--- src/rtl/niu32_debug_display.sv ---
// Debug word viewer: captures a debug word and shows it as paged 7-segment hex, with debounced page/freeze keys.
// Optional build macro DEBUG_BLINK_EN: blink the display while frozen.
module niu32_debug_display #(
  parameter int NUM_DIGITS      = 4,
  parameter int DATA_W          = 32,
  parameter int DEBOUNCE_CYCLES = 500000,
  parameter int BLINK_CYCLES    = 12500000
) (
  input  logic                    CLOCK_50,
  input  logic                    RESET_N,
  input  logic                    DBG_VALID,
  input  logic [DATA_W-1:0]       DBG_DATA,
  output logic                    DBG_READY,
  input  logic                    KEY_PAGE,
  input  logic                    KEY_FREEZE,
  output logic [7*NUM_DIGITS-1:0] HEX,
  output logic [7:0]              LEDG,
  output logic [9:0]              LEDR
);

  localparam int NUM_PAGES = (DATA_W + 4*NUM_DIGITS - 1) / (4*NUM_DIGITS);
  localparam int NUM_NIBS  = DATA_W / 4;
  localparam int DB_W      = (DEBOUNCE_CYCLES > 2) ? $clog2(DEBOUNCE_CYCLES) : 1;

  // key index 0 = page, 1 = freeze
  logic [1:0]      sync1, sync2, deb, flip, press;
  logic [DB_W-1:0] db_cnt [2];

  logic [DATA_W-1:0] data_q, data_nx;
  logic [3:0]        page_q, page_nx;
  logic              frozen_q, frozen_nx;
  logic              seen_q, seen_nx;
  logic [9:0]        cap_cnt, cap_cnt_nx;
  logic              capture;
  logic              blank_nx;
  logic [7*NUM_DIGITS-1:0] hex_nx;

  function automatic logic [6:0] seg7(input logic [3:0] n);
    case (n)
      4'h0: seg7 = 7'b1000000;
      4'h1: seg7 = 7'b1111001;
      4'h2: seg7 = 7'b0100100;
      4'h3: seg7 = 7'b0110000;
      4'h4: seg7 = 7'b0011001;
      4'h5: seg7 = 7'b0010010;
      4'h6: seg7 = 7'b0000010;
      4'h7: seg7 = 7'b1111000;
      4'h8: seg7 = 7'b0000000;
      4'h9: seg7 = 7'b0010000;
      4'hA: seg7 = 7'b0001000;
      4'hB: seg7 = 7'b0000011;
      4'hC: seg7 = 7'b1000110;
      4'hD: seg7 = 7'b0100001;
      4'hE: seg7 = 7'b0000110;
      default: seg7 = 7'b0001110;
    endcase
  endfunction

  // A flip happens on the DEBOUNCE_CYCLES-th consecutive differing sample.
  always_comb begin
    for (int k = 0; k < 2; k++) begin
      flip[k]  = (sync2[k] != deb[k]) && (db_cnt[k] == DB_W'(DEBOUNCE_CYCLES - 1));
      press[k] = flip[k] & deb[k];
    end
  end

  always_ff @(posedge CLOCK_50 or negedge RESET_N) begin
    if (!RESET_N) begin
      sync1 <= 2'b11;
      sync2 <= 2'b11;
      deb   <= 2'b11;
      for (int k = 0; k < 2; k++) db_cnt[k] <= '0;
    end else begin
      sync1 <= {KEY_FREEZE, KEY_PAGE};
      sync2 <= sync1;
      for (int k = 0; k < 2; k++) begin
        if (sync2[k] == deb[k]) begin
          db_cnt[k] <= '0;
        end else if (flip[k]) begin
          db_cnt[k] <= '0;
          deb[k]    <= sync2[k];
        end else begin
          db_cnt[k] <= db_cnt[k] + 1'b1;
        end
      end
    end
  end

  always_comb begin
    capture    = DBG_VALID & DBG_READY;
    data_nx    = capture ? DBG_DATA : data_q;
    seen_nx    = seen_q | capture;
    cap_cnt_nx = capture ? cap_cnt + 10'd1 : cap_cnt;
    frozen_nx  = frozen_q ^ press[1];
    page_nx    = page_q;
    if (press[0])
      page_nx = (page_q == 4'(NUM_PAGES - 1)) ? 4'd0 : page_q + 4'd1;
  end

`ifdef DEBUG_BLINK_EN
  localparam int BL_W = (BLINK_CYCLES > 2) ? $clog2(BLINK_CYCLES) : 1;
  logic [BL_W-1:0] blink_cnt, blink_cnt_nx;
  logic            blink_ph, blink_ph_nx;

  // Counter and phase restart on every freeze entry and idle while unfrozen.
  always_comb begin
    blink_cnt_nx = '0;
    blink_ph_nx  = 1'b0;
    if (frozen_q && frozen_nx) begin
      if (blink_cnt == BL_W'(BLINK_CYCLES - 1)) begin
        blink_ph_nx = ~blink_ph;
      end else begin
        blink_cnt_nx = blink_cnt + 1'b1;
        blink_ph_nx  = blink_ph;
      end
    end
    blank_nx = frozen_nx & blink_ph_nx;
  end

  always_ff @(posedge CLOCK_50 or negedge RESET_N) begin
    if (!RESET_N) begin
      blink_cnt <= '0;
      blink_ph  <= 1'b0;
    end else begin
      blink_cnt <= blink_cnt_nx;
      blink_ph  <= blink_ph_nx;
    end
  end
`else
  always_comb blank_nx = 1'b0;
`endif

  // HEX is built from next-state values so a capture shows on the following cycle.
  always_comb begin
    hex_nx = '1;
    for (int i = 0; i < NUM_DIGITS; i++) begin
      if (seen_nx && !blank_nx && (int'(page_nx) * NUM_DIGITS + i) < NUM_NIBS)
        hex_nx[7*i +: 7] = seg7(4'(data_nx >> (4 * (int'(page_nx) * NUM_DIGITS + i))));
    end
  end

  always_ff @(posedge CLOCK_50 or negedge RESET_N) begin
    if (!RESET_N) begin
      data_q    <= '0;
      page_q    <= '0;
      frozen_q  <= 1'b0;
      seen_q    <= 1'b0;
      cap_cnt   <= '0;
      DBG_READY <= 1'b0;
      HEX       <= '1;
    end else begin
      data_q    <= data_nx;
      page_q    <= page_nx;
      frozen_q  <= frozen_nx;
      seen_q    <= seen_nx;
      cap_cnt   <= cap_cnt_nx;
      DBG_READY <= ~frozen_nx;
      HEX       <= hex_nx;
    end
  end

  assign LEDG = {page_q, 2'b00, seen_q, frozen_q};
  assign LEDR = cap_cnt;

endmodule

--- config.mk ---
export PLATFORM = sky130hd
export DESIGN_NAME = niu32_debug_display
export DESIGN_NICKNAME = d
export VERILOG_FILES = /design/src/rtl/niu32_debug_display.sv
export SDC_FILE = /design/constraint.sdc
export NUM_CORES = 1
export LEC_CHECK = 0
export BUFFER_PORTS_ARGS = -buffer_cell sky130_fd_sc_hd__buf_4
export CORE_AREA = 2 2 118 120
export DETAILED_ROUTE_END_ITERATION = 10
export DIE_AREA = 0 0 120 122
export GPL_TIMING_DRIVEN = 0
export PLACE_DENSITY_LB_ADDON = 0.05
export REMOVE_ABC_BUFFERS = 1
export SETUP_SLACK_MARGIN = 0.3
export SYNTH_ARGS = -nofsm -noshare
export SYNTH_HDL_FRONTEND = slang
export SYNTH_SLANG_ARGS = --single-unit
--- constraint.sdc ---
create_clock -name CLOCK_50 -period 4.4 [get_ports CLOCK_50]
set_input_delay 0.88 -clock CLOCK_50 [delete_from_list [all_inputs] [get_ports CLOCK_50]]
set_output_delay 0.88 -clock CLOCK_50 [all_outputs]
set_load 0.01 [all_outputs]
==> Word-level counts from Yosys, hierarchy flattened <==
Memories as Yosys holds them, arrays and structs flattened.
Cells that the tools add are included.
{ "totals": {"latch_bits": 0, "memories": 4, "in_bits": 37, "mem_bits_ro": 448, "mem_bits_rw": 0, "regBits": 121} }
{ "mem_list": {"columns": ["name", "words", "word_bits", "rd", "rd_clocked_by_memory_dff", "write_ports", "line", "source"], "rows": [
  ["(name not given)", 16, 7, 1, 0, 0, "39", "case (n)"],
  ["(name not given)", 16, 7, 1, 0, 0, "39", null],
  ["(name not given)", 16, 7, 1, 0, 0, "39", null],
  ["(name not given)", 16, 7, 1, 0, 0, "39", null]
]} }
{ "classes": {"n_bitwise": 8, "muxes": 11, "order_cmp": 4, "add_sub_neg": 7, "div": 0, "n_eq_ne": 7, "n_reduce_logical": 8, "multipliers": 0, "n_shift": 4} }
{ "op_table": {"columns": ["operator", "n"], "rows": [
  ["$lt 32x5->1 const B", 3],
  ["$shr 32x9->4", 3],
  ["$mux 19", 4],
  ["$add 19x1->19 const B", 2],
  ["$eq 19x19->1 const B", 2],
  ["$mux 32", 1],
  ["$shr 32x8->4", 1],
  ["$mux 7", 4],
  ["$add 6x2->7 const B", 2],
  ["$add 10x1->10 const B", 1],
  ["$mux 4", 2],
  ["$add 6x1->7 const B", 1],
  ["$logic_and 1x1->1", 6],
  ["$lt 6x4->1 const B", 1],
  ["$add 4x1->4 const B", 1],
  ["$eq 4x1->1 const B", 1],
  ["$reduce_and 2->1", 2],
  ["$and 1x1->1", 3],
  ["$not 1->1", 3],
  ["$eq 1x1->1", 2],
  ["$ne 1x1->1", 2],
  ["$or 1x1->1", 1],
  ["$xor 1x1->1", 1]
]} }

==> Logic depth before layout (Yosys ltp) <==
{ "depth": {"word_depth": 8, "mapped_depth": 17, "mapped_depth_nobuf": 15} }

==> Worst setup path before layout <==
Ideal clock, no wire load.
{ "synth_timing": {"path_kind": "input port to flip-flop", "from": "input DBG_VALID", "to": "register HEX[24]", "cell_stages": 12, "arrival_time_ps": 3097, "t_required_ps": 4303, "path_slack_ps": 1206, "n_path_buf": 3, "path_cell_list": "and2_1 -> buf_2 -> buf_4 -> buf_1 -> mux2i_1 -> mux2i_1 -> and2_1 -> ha_1 -> mux2i_1 -> nor2_1 -> nor4_1 -> a31oi_1"} }
{ "synth_between": {"elab_chain_cells": 5} }
{ "synth_rtl": {"columns": ["element", "line", "source"], "rows": [
  ["from (decl)", "11", "input logic DBG_VALID,"],
  ["$and 1x1->1 (*)", "90", "capture = DBG_VALID & DBG_READY;"],
  ["$mux 32", "91", "data_nx = capture ? DBG_DATA : data_q;"],
  ["$shr 32x9->4", "138", "hex_nx[7*i +: 7] = seg7(4'(data_nx >> (4 * (int'(page_nx) * NUM_DIGITS + i))));"],
  ["$mem_v2 16x7", null, null],
  ["$mux 7 (*)", "137", "if (seen_nx && !blank_nx && (int'(page_nx) * NUM_DIGITS + i) < NUM_NIBS)"],
  ["named net hex_nx[24]", "36", "logic [7*NUM_DIGITS-1:0] hex_nx;"],
  ["to (signal assigned)", "158", "HEX <= hex_nx;"],
  ["to (decl)", "16", "output logic [7*NUM_DIGITS-1:0] HEX,"]
]} }
The timed path passes the listed nets; every way through them passes the cells marked *.
A chain may end at the register's enable or synchronous reset.

==> Worst setup path after layout <==
{ "layout_timing": {"from": "register db_cnt[19] (netlist name)", "to": "register HEX[24]"} }
{ "layout_between": {"elab_chain_cells": 8} }
{ "layout_rtl": {"columns": ["element", "line", "source"], "rows": [
  ["from (decl)", "27", "logic [DB_W-1:0] db_cnt [2];"],
  ["from (signal, indexed assignment)", "83", "db_cnt[k] <= db_cnt[k] + 1'b1;"],
  ["$eq 19x19->1 (*)", "62", "flip[k] = (sync2[k] != deb[k]) && (db_cnt[k] == DB_W'(DEBOUNCE_CYCLES - 1));"],
  ["$logic_and 1x1->1 (*)", "62", null],
  ["$and 1x1->1 (*)", "63", "press[k] = flip[k] & deb[k];"],
  ["$mux 4 (*)", "96", "if (press[0])"],
  ["$add 6x2->7 (*)", "137, 138", null],
  ["$shr 32x9->4 or $lt 32x5->1 (tied branches)", "138, 137", null],
  ["$mem_v2 16x7 or $logic_and 1x1->1 (tied branches)", null, null],
  ["$mux 7 (*)", "137", null],
  ["named net hex_nx[24]", "36", null]
]} }
Marked as above.

==> results.py <==
metrics = {
    "hold_path": {
        "hold_class": "input port to asynchronous set/reset pin",
    },
    "sta": {
        "fin_crit_ns": 3.680,
        "fin_crit_sh_pct": 83.64,
        "finalHoldViolCount": 0,
        "maxSlewViolCount": 0,
        "finClkSkew_ns": 0.006919,
        "fin_tns_setup_ns": 0,
        "worst_slew_pin_slew_ns": 0.9920,
        "relSlewSlack_pct": 33.87,
        "finalSetupViolations": 0,
        "rsz0062_at_grt": "no",
        "max_freq_ghz": 0.2717,
    },
    "cts": {
        "postCtsResizedCells": 0,
        "numCtsBuffers": 17,
        "holdBufCountCts": 0,
        "clk_pin_slew_worst_paths_ns": 0.06,
        "htree_levels": 4,
        "post-cts-setup-buffers": 0,
        "cts_sinks": 121,
        "clk_latency_ns": 0.42,
        "cts_tree": "done",
        "cts_root_buffer": "clkbuf_16",
        "clockBufferDepth": 2,
    },
    "grt": {
        "grt_max_degree": 92,
        "grt_pass1_vias": 4987,
        "antenna_found_initial": 0,
        "overflow": 0,
        "track_usage_pct": 22.03,
        "grt_pass1_wl_um": 25080,
    },
    "routing": {
        "wl_um": 14810,
        "drtIter0Drc": 210,
        "ant_nets": 0,
        "vias": 4927,
        "vias_per_cell": 5.361,
        "routedWlPerCell_um": 16.12,
        "firstDrtPassIters": 4,
        "route.detailed.drc": 0,
    },
    "yosys": {
        "ys_ff_latch": 121,
        "yosys_warnings": 0,
        "async_flop_share_pct": 100.0,
        "synth.most_common_cell": "dfrtp_1",
        "synth.avg_cell_area_sq_um": 10.18,
        "synth_top_area_cell": "dfrtp_1",
        "ys.flop_type": "dfrtp_1",
        "synth_edf_count": 0,
        "seq_area_frac_synth_pct": 46.64,
        "syn_inst": 647,
        "synth_area_leaders": "dfrtp_1, dfstp_2, mux2i_1",
        "synth.distinct_cells": 69,
        "synth.top_cell.area_share_pct": 33.07,
        "syn-cell-area_sq_um": 6584,
        "ys_top_cells_by_count": "dfrtp_1, nand2_1, nor2_1",
    },
    "critical_path": {
        "path_depth": 13,
        "end_kind": "flop",
        "worstSetupPathType": "flop to flop",
        "startpoint_type": "flop",
        "crit_buf_inv": 1,
        "r2r-start": "db_cnt[19]",
        "crit_family": "simple AND/OR/NAND/NOR gates",
        "startpoint": "db_cnt[19]",
        "ff2ff_path_depth": 13,
        "cp_max_fo": 25,
        "arrival_ns": 4.00,
        "critPathMaxStageDelay_ns": 0.50,
        "required_ns": 4.72,
        "cp_slowest_cell": "and3_1",
        "crit_path_cell_trace": "ha_1 > and4_1 > and3_4 > and3_1 > nor2_8 > inv_8 > mux2i_1 > nand2_1 > ha_1 > mux2i_1 > nor2_1 > nor4_1 > a31oi_1",
    },
    "power": {
        "power_w": 0.003443,
        "switchingPower_w": 0.0008693,
        "combPwrFrac_pct": 16.1,
        "p_per_area_nw_per_um2": 430.8,
        "p_int_w": 0.002574,
        "p_leak_nw": 3.713,
        "sw_frac_of_total_pct": 25.24,
        "clkPwrFrac_pct": 45.4,
        "ir_drop_mv": 0.2083,
        "seq_power_share_pct": 38.4,
    },
    "outcome": {
        "status": "finished clean",
    },
    "floorplanning": {
        "io_pins": 84,
        "die_area_sq_um": 14640,
        "initial_utilization_pct": 48.75,
        "core_sq_um": 13500,
        "die_h_um": 122,
        "num_rows": 43,
        "die_w_um": 120,
    },
    "place": {
        "dp.final_hpwl_um": 10150,
        "io_buffers": 81,
        "place_congestion": 0.8863,
    },
    "cells_and_area": {
        "antenna_cells": 0,
        "area_growth_pct": 21.40,
        "drive_above_1_share_pct": 24.36,
        "layout.nets": 790,
    },
    "run": {
        "drv_cap": 0,
    },
}
==> placed cells by master, fill, tap and decap left out, types with 3 or more instances in the layout <==
cell	n
nand4_1	9
dfstp_2	34
nor3_1	10
inv_1	48
xnor2_1	29
clkbuf_8	4
o21ai_2	3
o21ai_1	4
nor2b_1	4
buf_4	82
a41oi_1	3
o21ai_0	15
nand2b_1	3
xor2_1	22
nor2_1	64
nand2_1	70
clkbuf_16	17
nor4_1	5
o221ai_1	5
clkinvlp_4	3
ha_1	27
nand3_1	29
mux2_2	5
a21oi_1	10
nor3b_1	3
bufinv_16	5
or3_1	4
a31oi_1	7
o211ai_1	9
dfrtp_1	87
mux2i_1	47
nor4b_1	3
and2_1	6
and3_1	9
==> per-stage QoR <==
step	area [sq um]	utilization [%]	hold WS, ns	cells	setup WS, ns
2_1_floorplan	6420	-	0.3452	622	0.8062
3_3_place_gp	7253	53.71	0.3454	883	-0.3193
3_5_place_dp	7321	54.21	0.3481	887	0.7244
4_1_cts	7993	59.19	0.3314	919	0.7119
5_1_grt	7993	59.19	0.3342	919	0.3969
6_report	7993	59.19	0.3306	919	0.7199
==> power groups by stage <==
| stage | Clock (W) | Combinational, W | Sequential [W] |
|---|---|---|---|
| 2_1_floorplan | 0 | 0.000287 | 0.00136 |
| 4_1_cts | 0.00160 | 0.000560 | 0.00132 |
| 3_5_place_dp | 0 | 0.000555 | 0.00134 |
| 6_report | 0.00156 | 0.000556 | 0.00132 |
| 3_3_place_gp | 0 | 0.000540 | 0.00133 |
| 5_1_grt | 0.00165 | 0.000617 | 0.00134 |
==> worst reg2reg max path, cell delays in order (launching register included) <==
cell and delay (ns):
dfrtp_1 0.38, ha_1 0.22, and4_1 0.33, and3_4 0.26
and3_1 0.50, nor2_8 0.20, inv_8 0.23, mux2i_1 0.33
nand2_1 0.19, ha_1 0.38, mux2i_1 0.15, nor2_1 0.06
nor4_1 0.28, a31oi_1 0.07
==> kinds of logic after synthesis <==
family          share of synthesized area, %
buf+inv                                5.454
fa+ha+maj                              5.131
simple gates                           17.67
other cells                          0.05696
flops                                  46.64
xor+xnor                               6.784
mux                                    8.419
compound gates                         9.845
==> cell type report <==
class / count / area (sq um)
clock buffers: 21 / 480.5
clock inverters: 11 / 191.4
fillers: 1180 / 5512
inverters: 49 / 191.4
multi-input cells: 452 / 3159
flip-flops and latches: 121 / 3070
well taps: 180 / 225.2
repair buffers: 85 / 674.4
==> sequential cells by signal, summed over array words and instances (netlist names) <==
name and count:
frozen_q 1, sync1 2, page_q 4, sync2 2
db_cnt 38, DBG_READY 1, deb 2, data_q 32
LEDR 10, HEX 28, seen_q 1
==> path summary, 6_finish.rpt <==
path | end | slack (ns)
max in group asynchronous | HEX[21] | 3.31
hold reg to reg | sync2[1] | 0.35
setup / recovery | HEX[24] | 0.72
min in group CLOCK_50 | sync2[1] | 0.35
setup reg to reg | HEX[24] | 0.72
hold / removal | db_cnt[17] | 0.33
==> routing by layer <==
metal,vias to the layer above,GRT usage [%],part of all wire (%)
li1,2372,-,-
met1,2409,29.43,47
met2,123,35.05,47
met3,23,5.899,4.3
met4,0,7.059,1.6
met5,-,0,0
No activity file was read; power rests on OpenSTA's default activity.
